==> src/rtl/id_issue_ctrl.sv <==
`default_nettype none
// ============================================================================
// Module  : id_issue_ctrl
// Purpose : IF/ID register with a load-busy scoreboard and a valid/ready
//           issue handshake for a 5-stage RV32I pipeline.
// Revision: 1.0 - initial release
// ============================================================================
module id_issue_ctrl #(
    parameter int CNT_W = 16
) (
    input  logic             clk,
    input  logic             rst,
    input  logic             in_valid,
    output logic             in_ready,
    input  logic [31:0]      in_inst,
    input  logic [31:0]      in_pc,
    output logic             out_valid,
    input  logic             out_ready,
    output logic [31:0]      out_inst,
    output logic [31:0]      out_pc,
    input  logic             flush,
    input  logic             wb_valid,
    input  logic [4:0]       wb_rd,
    output logic             hazard,
    output logic [CNT_W-1:0] stall_cnt
);

    localparam logic [6:0] OP_LUI    = 7'b0110111;
    localparam logic [6:0] OP_AUIPC  = 7'b0010111;
    localparam logic [6:0] OP_JAL    = 7'b1101111;
    localparam logic [6:0] OP_JALR   = 7'b1100111;
    localparam logic [6:0] OP_BRANCH = 7'b1100011;
    localparam logic [6:0] OP_LOAD   = 7'b0000011;
    localparam logic [6:0] OP_STORE  = 7'b0100011;
    localparam logic [6:0] OP_ALUI   = 7'b0010011;
    localparam logic [6:0] OP_ALU    = 7'b0110011;

    logic             id_valid_q, id_valid_d;
    logic [31:0]      id_inst_q,  id_inst_d;
    logic [31:0]      id_pc_q,    id_pc_d;
    logic [31:0]      busy_q,     busy_d;
    logic [CNT_W-1:0] stall_cnt_q, stall_cnt_d;

    logic [6:0] opcode;
    logic [4:0] rs1, rs2, rd;
    logic       uses_rs1, uses_rs2, writes_rd, is_load;
    logic       hazard_w, out_valid_w, fire, in_ready_w, accept;

    assign opcode = id_inst_q[6:0];
    assign rs1    = id_inst_q[19:15];
    assign rs2    = id_inst_q[24:20];
    assign rd     = id_inst_q[11:7];

    // Unknown opcodes claim no registers so EX can trap them without stalling.
    always_comb begin
        uses_rs1  = 1'b0;
        uses_rs2  = 1'b0;
        writes_rd = 1'b0;
        is_load   = 1'b0;
        unique case (opcode)
            OP_LUI, OP_AUIPC, OP_JAL: begin
                writes_rd = 1'b1;
            end
            OP_JALR, OP_ALUI: begin
                uses_rs1  = 1'b1;
                writes_rd = 1'b1;
            end
            OP_LOAD: begin
                uses_rs1  = 1'b1;
                writes_rd = 1'b1;
                is_load   = 1'b1;
            end
            OP_BRANCH, OP_STORE: begin
                uses_rs1 = 1'b1;
                uses_rs2 = 1'b1;
            end
            OP_ALU: begin
                uses_rs1  = 1'b1;
                uses_rs2  = 1'b1;
                writes_rd = 1'b1;
            end
            default: begin
                uses_rs1  = 1'b0;
            end
        endcase
    end

    // The rd term holds back a write that would race a pending load (WAW).
    assign hazard_w    = id_valid_q & ((uses_rs1  & busy_q[rs1]) |
                                       (uses_rs2  & busy_q[rs2]) |
                                       (writes_rd & busy_q[rd]));
    assign out_valid_w = id_valid_q & ~hazard_w & ~flush;
    assign fire        = out_valid_w & out_ready;
    assign in_ready_w  = ~flush & (~id_valid_q | fire);
    assign accept      = in_valid & in_ready_w;

    always_comb begin
        id_valid_d = id_valid_q;
        id_inst_d  = id_inst_q;
        id_pc_d    = id_pc_q;
        if (flush) begin
            id_valid_d = 1'b0;
        end else if (accept) begin
            id_valid_d = 1'b1;
            id_inst_d  = in_inst;
            id_pc_d    = in_pc;
        end else if (fire) begin
            id_valid_d = 1'b0;
        end
    end

    // Issue-side set is applied after writeback clear so it wins on a collision.
    always_comb begin
        busy_d = busy_q;
        if (wb_valid) begin
            busy_d[wb_rd] = 1'b0;
        end
        if (fire && is_load) begin
            busy_d[rd] = 1'b1;
        end
        busy_d[0] = 1'b0;
    end

    always_comb begin
        stall_cnt_d = stall_cnt_q;
        if (id_valid_q && hazard_w && !flush && (stall_cnt_q != {CNT_W{1'b1}})) begin
            stall_cnt_d = stall_cnt_q + 1'b1;
        end
    end

    always_ff @(posedge clk or posedge rst) begin
        if (rst) begin
            id_valid_q  <= 1'b0;
            id_inst_q   <= 32'h0;
            id_pc_q     <= 32'h0;
            busy_q      <= 32'h0;
            stall_cnt_q <= '0;
        end else begin
            id_valid_q  <= id_valid_d;
            id_inst_q   <= id_inst_d;
            id_pc_q     <= id_pc_d;
            busy_q      <= busy_d;
            stall_cnt_q <= stall_cnt_d;
        end
    end

    assign in_ready  = in_ready_w;
    assign out_valid = out_valid_w;
    assign out_inst  = id_inst_q;
    assign out_pc    = id_pc_q;
    assign hazard    = hazard_w;
    assign stall_cnt = stall_cnt_q;

endmodule
`default_nettype wire

==> config.mk <==
export PLATFORM = sky130hd
export DESIGN_NAME = id_issue_ctrl
export DESIGN_NICKNAME = d
export VERILOG_FILES = /design/src/rtl/id_issue_ctrl.sv
export SDC_FILE = /design/constraint.sdc
export NUM_CORES = 1
export LEC_CHECK = 0
export BUFFER_PORTS_ARGS = -buffer_cell sky130_fd_sc_hd__buf_2
export CAP_MARGIN = 20
export CORE_ASPECT_RATIO = 1.1
export CORE_MARGIN = 3
export CORE_UTILIZATION = 46
export CTS_BUF_LIST = sky130_fd_sc_hd__clkbuf_16
export DETAILED_ROUTE_END_ITERATION = 7
export GPL_ROUTABILITY_DRIVEN = 0
export HOLD_SLACK_MARGIN = 0.12
export PLACE_DENSITY = 0.72
export SLEW_MARGIN = 40
export SYNTH_ARGS = -nofsm -noshare
export SYNTH_HDL_FRONTEND = slang
export SYNTH_SLANG_ARGS = --single-unit
==> constraint.sdc <==
create_clock -name clk -period 4.39 [get_ports clk]
set_clock_uncertainty 0.05 [all_clocks]
set_input_delay 0.439 -clock clk [delete_from_list [all_inputs] [get_ports clk]]
set_output_delay 0.439 -clock clk [all_outputs]
set_load 0.1 [all_outputs]
======== Yosys cells after proc, flatten, opt, wreduce, memory -nomap -nowiden ========
Cells that the tools add are included.
storage, ports and cells
  memory bits (read-only) ................. 0
  input port bits ......................... 75
  output and inout bits ................... 83
  register bits after elaboration ......... 112
  word-level logic and storage cells ...... 71
  memories kept ........................... 0
  bits in latches ......................... 0
  bits in writable memories ............... 0
operators by class
  order comparisons ....................... 6
  multiply operators ...................... 0
  bitwise operators ....................... 18
  div/mod/pow operators ................... 0
  mux-type cells .......................... 19
  reduce and logical (&&, ||, !) cells .... 12
  shifts and indexed selects .............. 0
  add/sub/neg operators ................... 1
  equality and inequality tests ........... 10
operator list
  cell                                                                                 number
  32-bit 2-to-1 mux                                                                    2
  32-bit bitwise AND                                                                   1
  32-bit inverter                                                                      1
  32-bit OR                                                                            1
  5-bit by 6-bit less-than comparator with 1-bit output, second input constant         4
  7-bit by 6-bit equality test with 1-bit output, second input constant                3
  7-bit equality test, second input constant                                           3
  16-bit by 1-bit adder with 16-bit output, second input constant                      1
  16-bit != test, second input constant                                                1
  1-bit binary-select mux with 5-bit select                                            3
  7-bit by 5-bit equality test with 1-bit output, second input constant                2
  1-bit 2-to-1 mux                                                                     12
  1-bit demux with 5-bit select                                                        2
  5-bit by 1-bit greater-or-equal comparator with 1-bit output, second input constant  2
  1-bit bitwise AND                                                                    9
  7-bit by 2-bit equality test with 1-bit output, second input constant                1
  7-bit OR reduction                                                                   1
  1-bit logical AND                                                                    6
  6-bit OR reduction                                                                   1
  1-bit inverter                                                                       3
  1-bit OR                                                                             3
  3-bit nonzero test                                                                   1
  3-bit OR reduction                                                                   1
  2-bit AND reduction                                                                  1
  1-bit zero test                                                                      1

======== Logic depth before layout (Yosys ltp) ========
Gate-level depths: netlist of run 1.
  depth after elaboration ................. 16
  depth in mapped cells ................... 10
  depth with buffers taken out ............ 7

======== Least setup slack after synthesis of run 1 ========
No wires, ideal clock.
  path type ............................... register to output
  start point ............................. register id_inst_q[20] (netlist: out_inst[20])
  end point ............................... output port in_ready
  arrival time ............................ 4166 ps
  data required time ...................... 3901 ps
  stages on the path, launching flop included .. 8
  path slack .............................. -265 ps
  path through ............................ dfrtp_1 -> buf_2 -> mux4_2 -> a221oi_1 -> a21oi_1 -> o2111ai_1 -> o2111ai_1 -> a21oi_1
on the way
  word-level cells in the longest chain between the ends .. 12
ends and longest elaborated chain
  element                                    RTL line  RTL
  start: declaration                         39        logic [31:0] id_inst_q, id_inst_d;
  start signal: assignment                   140       id_inst_q <= id_inst_d;
  1-bit binary-select mux with 5-bit select  90        (uses_rs2 & busy_q[rs2]) |
  1-bit 2-to-1 mux (not written as such)     90
  1-bit bitwise AND                          90
  1-bit OR                                   89        assign hazard_w = id_valid_q & ((uses_rs1 & busy_q[rs1]) |
  1-bit OR                                   90
  1-bit bitwise AND                          89
  1-bit inverter                             92        assign out_valid_w = id_valid_q & ~hazard_w & ~flush;
  1-bit bitwise AND (2 in a row)             92
  1-bit bitwise AND                          93        assign fire = out_valid_w & out_ready;
  1-bit OR                                   94        assign in_ready_w = ~flush & (~id_valid_q | fire);
  1-bit bitwise AND                          94
  end: declaration                           14        output logic in_ready,
No other way between the ends. The select of a mux whose other input is x is not followed.

======== Worst setup path in the final report of run 1 ========
  start point ............................. register id_inst_q[8] (netlist: out_inst[8])
  end point ............................... output port out_valid
on the way
  word-level cells in the longest chain between the ends .. 8
ends and longest elaborated chain
  element                                    RTL line  RTL
  1-bit binary-select mux with 5-bit select  91        (writes_rd & busy_q[rd]));
  1-bit 2-to-1 mux (not written as such)     91
  1-bit bitwise AND                          91
  1-bit OR                                   90
  1-bit bitwise AND                          89
  1-bit inverter                             92
  1-bit bitwise AND (2 in a row)             92
  end: declaration                           17        output logic out_valid,
No other way between the ends. The select of a mux whose other input is x is not followed.

==> results of run 1 <==
[sequential cells by signal, summed over array words and instances, names as in the netlist]
register	cells
out_inst	32
out_pc	32
busy_q	31
stall_cnt	16
id_valid_q	1
[critical path: stages, from the launching register on]
cell     delay [ns]
dfrtp_1        0.86
mux4_2         0.58
o41ai_1        0.46
o211a_1        0.47
and2_1         0.18
buf_2          0.42
[placed cells by master (no fill, tap or decap), types with 3 or more instances in the layout]
cell type    n
buf_2      157
dfrtp_1    112
o21ai_0     63
mux2_1      58
mux4_2      18
mux2_2      13
nand2_1     12
nand3_1     10
nor2b_1      9
nand3b_1     9
clkbuf_16    9
nor2_1       8
xnor2_1      8
nand4_1      7
xor2_1       7
nor4_1       5
and3_1       5
inv_1        4
mux2i_1      4
or3b_2       4
nor3_1       4
a21oi_1      4
buf_4        4
a211oi_1     3
o22ai_1      3
a221oi_1     3
nand2b_1     3
o21ai_1      3
inv_6        3
[layout make-up]
type                    instances  area share [%]
flip-flops and latches        112            42.3
multi-input cells             293            37.6
repair buffers                161            12.3
clock buffers                   9            3.40
well taps                     150            2.84
clock inverters                 7            1.19
inverters                       4           0.302
[kinds of logic (layout without fill, tap and decap cells)]
group,count (synthesis),in the layout,share of synthesized area (%)
DFF,112,112,51.6
muxes,93,93,22.9
AOI/OAI and AO/OA,92,92,9.84
and+or+nand+nor,92,92,10.3
buffers and inverters,25,181,2.65
xor gates and xnor gates,15,15,2.42
adders and majority gates,1,1,0.230
[through the flow]
step / utilization (%) / total power, W / setup slack [ns]
6_report: 57.6 / 0.00332 / 0.583
3_5_place_dp: 55.0 / 0.00251 / 0.949
4_1_cts: 57.6 / 0.00334 / 0.590
5_1_grt: 57.6 / 0.00344 / 0.269
3_3_place_gp: 54.9 / 0.00249 / 1.07
2_1_floorplan: - / 0.00228 / 0.311
[layer usage]
layer	track usage, %	share of wire [%]
met4	8.81	2.6
met2	35.4	49
met3	6.40	9.1
met1	27.6	39
met5	0	0.094
[how the worst min path moves through the flow]
stage,start,to
after global placement,out_inst[26]$_DFFE_PP0P_,out_inst[26]$_DFFE_PP0P_
after global routing,rst,out_pc[25]$_DFFE_PP0P_
after detailed placement,out_pc[23]$_DFFE_PP0P_,out_pc[23]$_DFFE_PP0P_
after CTS,rst,out_pc[24]$_DFFE_PP0P_
after floorplan,busy_q[25]$_DFF_PP0_,busy_q[25]$_DFF_PP0_
final,rst,out_pc[22]$_DFFE_PP0P_
[power breakdown]
part | switching (W) | internal [W]
clock network | 0.000386 | 0.000450
registers | 0.000133 | 0.00114
logic | 0.000990 | 0.000224
total | 0.00151 | 0.00181
==> flow_summary.json, run 1 <==
{
  "critPathArrivalTime_ns": 3.32,
  "endpoint": "out_valid",
  "drt-initial-drc-count": 289,
  "drv_slew": 0,
  "hold_viol_final": 0,
  "maxSlewHeadroom_pct": 47.5,
  "cp_max_fo": 20,
  "period_needed_ns": 3.81,
  "reg2reg_slack_ns": 0.95,
  "die-area_sq_mm": 0.0131,
  "yosys.area.top_type": "dfrtp_1",
  "ioPinCount": 158,
  "yosys_most_used_dff": "dfrtp_1",
  "die_h_um": 120,
  "yosysMostFrequentCell": "dfrtp_1",
  "maxCapViolCount": 0,
  "postCtsHoldBufs": 0,
  "drc": 0,
  "grt_overflow": 0,
  "cts-root-buf": "clkbuf_16",
  "fin_cells": 736,
  "finish.instance_area_sq_mm": 0.00662,
  "hold_slack_ns": 0.170,
  "rr_endpoint": "out_inst[15]$_DFFE_PP0P_",
  "yosys_warnings": 0,
  "clkLatencyLatePin_ns": 0.35,
  "cts_buffer_depth": 2,
  "synthArstFlopShare_pct": 100,
  "end_kind": "primary output",
  "grt_max_degree": 81,
  "cts-resized-gates": 0,
  "fmaxAchievable_mhz": 263,
  "power_density_mw_per_mm2": 501,
  "synth_top_area_share_pct": 51.6,
  "synth-seq-cells": 112,
  "dp_hpwl_um": 10200,
  "synth_area_leaders": "dfrtp_1, mux2_1, mux4_2",
  "route.antenna.remaining_nets": 0,
  "multi_input_area_sq_mm": 0.00249,
  "dr.pass1.iters": 4,
  "synth-edff-count": 0,
  "grt_usage_pct": 22.0,
  "first_global_vias": 4499,
  "place_inst": 720,
  "final_nets": 657,
  "synthDistinctLibCells": 51,
  "cts_tree": "yes",
  "rows": 41,
  "fillers": 968,
  "routed_wirelength_um": 13900,
  "fp.coreArea_sq_mm": 0.0115,
  "grt_first_pass_wirelength_um": 22400,
  "initial_utilization_pct": 47.3,
  "synth_area_sq_mm": 0.00543,
  "dieWidth_um": 110,
  "rsz0062_at_grt": "false",
  "postSynthAreaPerCell_sq_um": 12.6,
  "htree_num_levels": 3,
  "finalCritPeriodShare_pct": 86.7,
  "vias_per_cell": 5.76,
  "tns_ns": 0,
  "worstRegToRegCells": 6,
  "routedWlPerCell_um": 18.8,
  "layout-drive-gt1-share_pct": 36.9,
  "start_kind": "flip-flop",
  "synth_common_cells": "dfrtp_1, o21ai_0, mux2_1",
  "antenna_found_initial": 1,
  "cts.sinks": 112,
  "min_path_type": "primary input to async pin",
  "areaGrowthSynthToFinish_pct": 21.9,
  "synth_nets": 506,
  "placed_cell_area_sq_mm": 0.00631,
  "crit_type": "flip-flop to primary output",
  "post_cts.repair.setup_buffers": 0,
  "irDropWorstVdd_mv": 0.338,
  "cts.clk_slew.worst_paths_ns": 0.07,
  "n_antenna_cell": 0,
  "cts_made_buffers": 9,
  "status": "complete, no violations",
  "synth-seq-area-share_pct": 51.6,
  "seqCellArea_sq_mm": 0.00280,
  "p_leak_nw": 3.06,
  "numPortBuffers": 157,
  "syn_inst": 430,
  "setup_violations": 0,
  "crit_required_ns": 3.90,
  "startpoint": "out_inst[8]$_DFFE_PP0P_",
  "r2r_start": "out_inst[8]$_DFFE_PP0P_",
  "tightest_slew_ns": 0.787,
  "via_count": 4240
}
No activity file was read; power rests on OpenSTA's default activity.
==> run 2: changes to the inputs <==
--- a/config.mk
+++ b/config.mk
@@ -5,7 +5,7 @@
 export SDC_FILE = /design/constraint.sdc
 export NUM_CORES = 1
 export LEC_CHECK = 0
-export BUFFER_PORTS_ARGS = -buffer_cell sky130_fd_sc_hd__buf_2
+export BUFFER_PORTS_ARGS = -buffer_cell sky130_fd_sc_hd__buf_4
 export CAP_MARGIN = 20
 export CORE_ASPECT_RATIO = 1.1
 export CORE_MARGIN = 3
==> flow_summary.json, run 2 (same netlist as run 1, synthesis figures left out) <==
{
  "dr.pass1.iters": 5,
  "power_density_mw_per_mm2": 485,
  "layout-drive-gt1-share_pct": 36.6,
  "cts.clk_slew.worst_paths_ns": 0.08,
  "fp.coreArea_sq_mm": 0.0115,
  "p_leak_nw": 3.18,
  "crit_type": "flip-flop to primary output",
  "numPortBuffers": 157,
  "grt_first_pass_wirelength_um": 22600,
  "rsz0062_at_grt": "false",
  "cts-root-buf": "clkbuf_16",
  "period_needed_ns": 3.74,
  "initial_utilization_pct": 47.3,
  "final_util_pct": 61.0,
  "tightest_slew_ns": 0.786,
  "cts.sinks": 112,
  "drv_slew": 0,
  "routedWlPerCell_um": 19.2,
  "antenna_found_initial": 0,
  "maxSlewHeadroom_pct": 47.6,
  "fmaxAchievable_mhz": 268,
  "fillers": 952,
  "tns_ns": 0,
  "final_nets": 656,
  "post_cts.repair.setup_buffers": 0,
  "vias_per_cell": 5.78,
  "grt_usage_pct": 22.0,
  "critPathArrivalTime_ns": 3.25,
  "grt_max_degree": 78,
  "irDropWorstVdd_mv": 0.310,
  "clkLatencyLatePin_ns": 0.35,
  "areaGrowthSynthToFinish_pct": 29.0,
  "rows": 41,
  "routed_wirelength_um": 14100,
  "cts_made_buffers": 9,
  "htree_num_levels": 3,
  "crit_required_ns": 3.90,
  "startpoint": "out_inst[8]$_DFFE_PP0P_",
  "setup_violations": 0,
  "ioPinCount": 158,
  "layout_commonest_cell": "buf_4",
  "die-area_sq_mm": 0.0131,
  "maxCapViolCount": 0,
  "min_path_type": "primary input to async pin",
  "dp_hpwl_um": 10400,
  "status": "complete, no violations",
  "dieWidth_um": 110,
  "die_h_um": 120,
  "first_global_vias": 4417,
  "hold_viol_final": 0,
  "cts-resized-gates": 0,
  "drc": 0,
  "seqCellArea_sq_mm": 0.00280,
  "postCtsHoldBufs": 0,
  "n_antenna_cell": 0,
  "grt_overflow": 0,
  "finalCritPeriodShare_pct": 85.1,
  "end_kind": "primary output",
  "cts_buffer_depth": 2,
  "cts_tree": "yes",
  "r2r_start": "out_inst[8]$_DFFE_PP0P_",
  "via_count": 4246,
  "cp_max_fo": 20,
  "start_kind": "flip-flop",
  "route.antenna.remaining_nets": 0,
  "hold_slack_ns": 0.140,
  "drt-initial-drc-count": 383,
  "multi_input_area_sq_mm": 0.00249,
  "layout_common_cells": "buf_4, dfrtp_1, o21ai_0"
}
[run 2: changes by cell type in the layout (fill, tap and decap cells not counted), sizes merged]
cell	previous run	this run
clkinvlp	1	0
buf	161	160
clkinv	1	2
[run 2: path summary, 6_finish.rpt]
check | to | slack [ns] | depth (start not counted)
max in group asynchronous | busy_q[21]$_DFF_PP0_ | 3.21 | 3
worst min-delay path | out_pc[28]$_DFFE_PP0P_ | 0.14 | 2
worst max-delay path | out_valid | 0.65 | 5
min in group clk | id_valid_q$_DFFE_PP0P_ | 0.22 | 2
worst max register to register | out_inst[19]$_DFFE_PP0P_ | 0.89 | 6
worst min register to register | out_pc[20]$_DFFE_PP0P_ | 0.44 | 1
[run 2: worst max-delay path: stages, from the launching register on]
cell     delay (ns)
dfrtp_1        0.85
mux4_2         0.59
o41ai_1        0.52
o211a_1        0.46
and2_1         0.18
buf_4          0.29
[run 2: layout make-up]
class / instances / area share (%)
Clock inverter: 7 / 1.02
Timing Repair Buffer: 160 / 17.3
Clock buffer: 9 / 3.21
Sequential cell: 112 / 40.0
Multi-Input combinational cell: 293 / 35.5
Inverter: 4 / 0.286
Tap cell: 150 / 2.68
[run 2: metrics by stage]
step                      worst slack [ns]  power, W  instances  area [sq um]
after floorplan                      0.311   0.00228        430          5440
after global placement                1.02   0.00258        719          6710
after detailed placement             0.951   0.00260        719          6710
after CTS                            0.687   0.00342        735          7010
after global routing                 0.412   0.00352        735          7010
final                                0.653   0.00340        735          7010
[run 2: power breakdown]
group          switching (W)  leakage [nW]  internal (W)
logic               0.000991          1.60      0.000306
registers           0.000140          1.42       0.00114
clock network       0.000382         0.154      0.000445
total                0.00151          3.18       0.00189
[run 2: layer usage]
metal	track usage [%]	share of wire [%]	wire, um	up-vias
li1	-	-	-	1917
met1	27.8	40	5620	2097
met2	35.9	49	6910	201
met3	6.02	8.4	1190	31
met4	8.26	2.6	365	0
met5	0	0	0	-
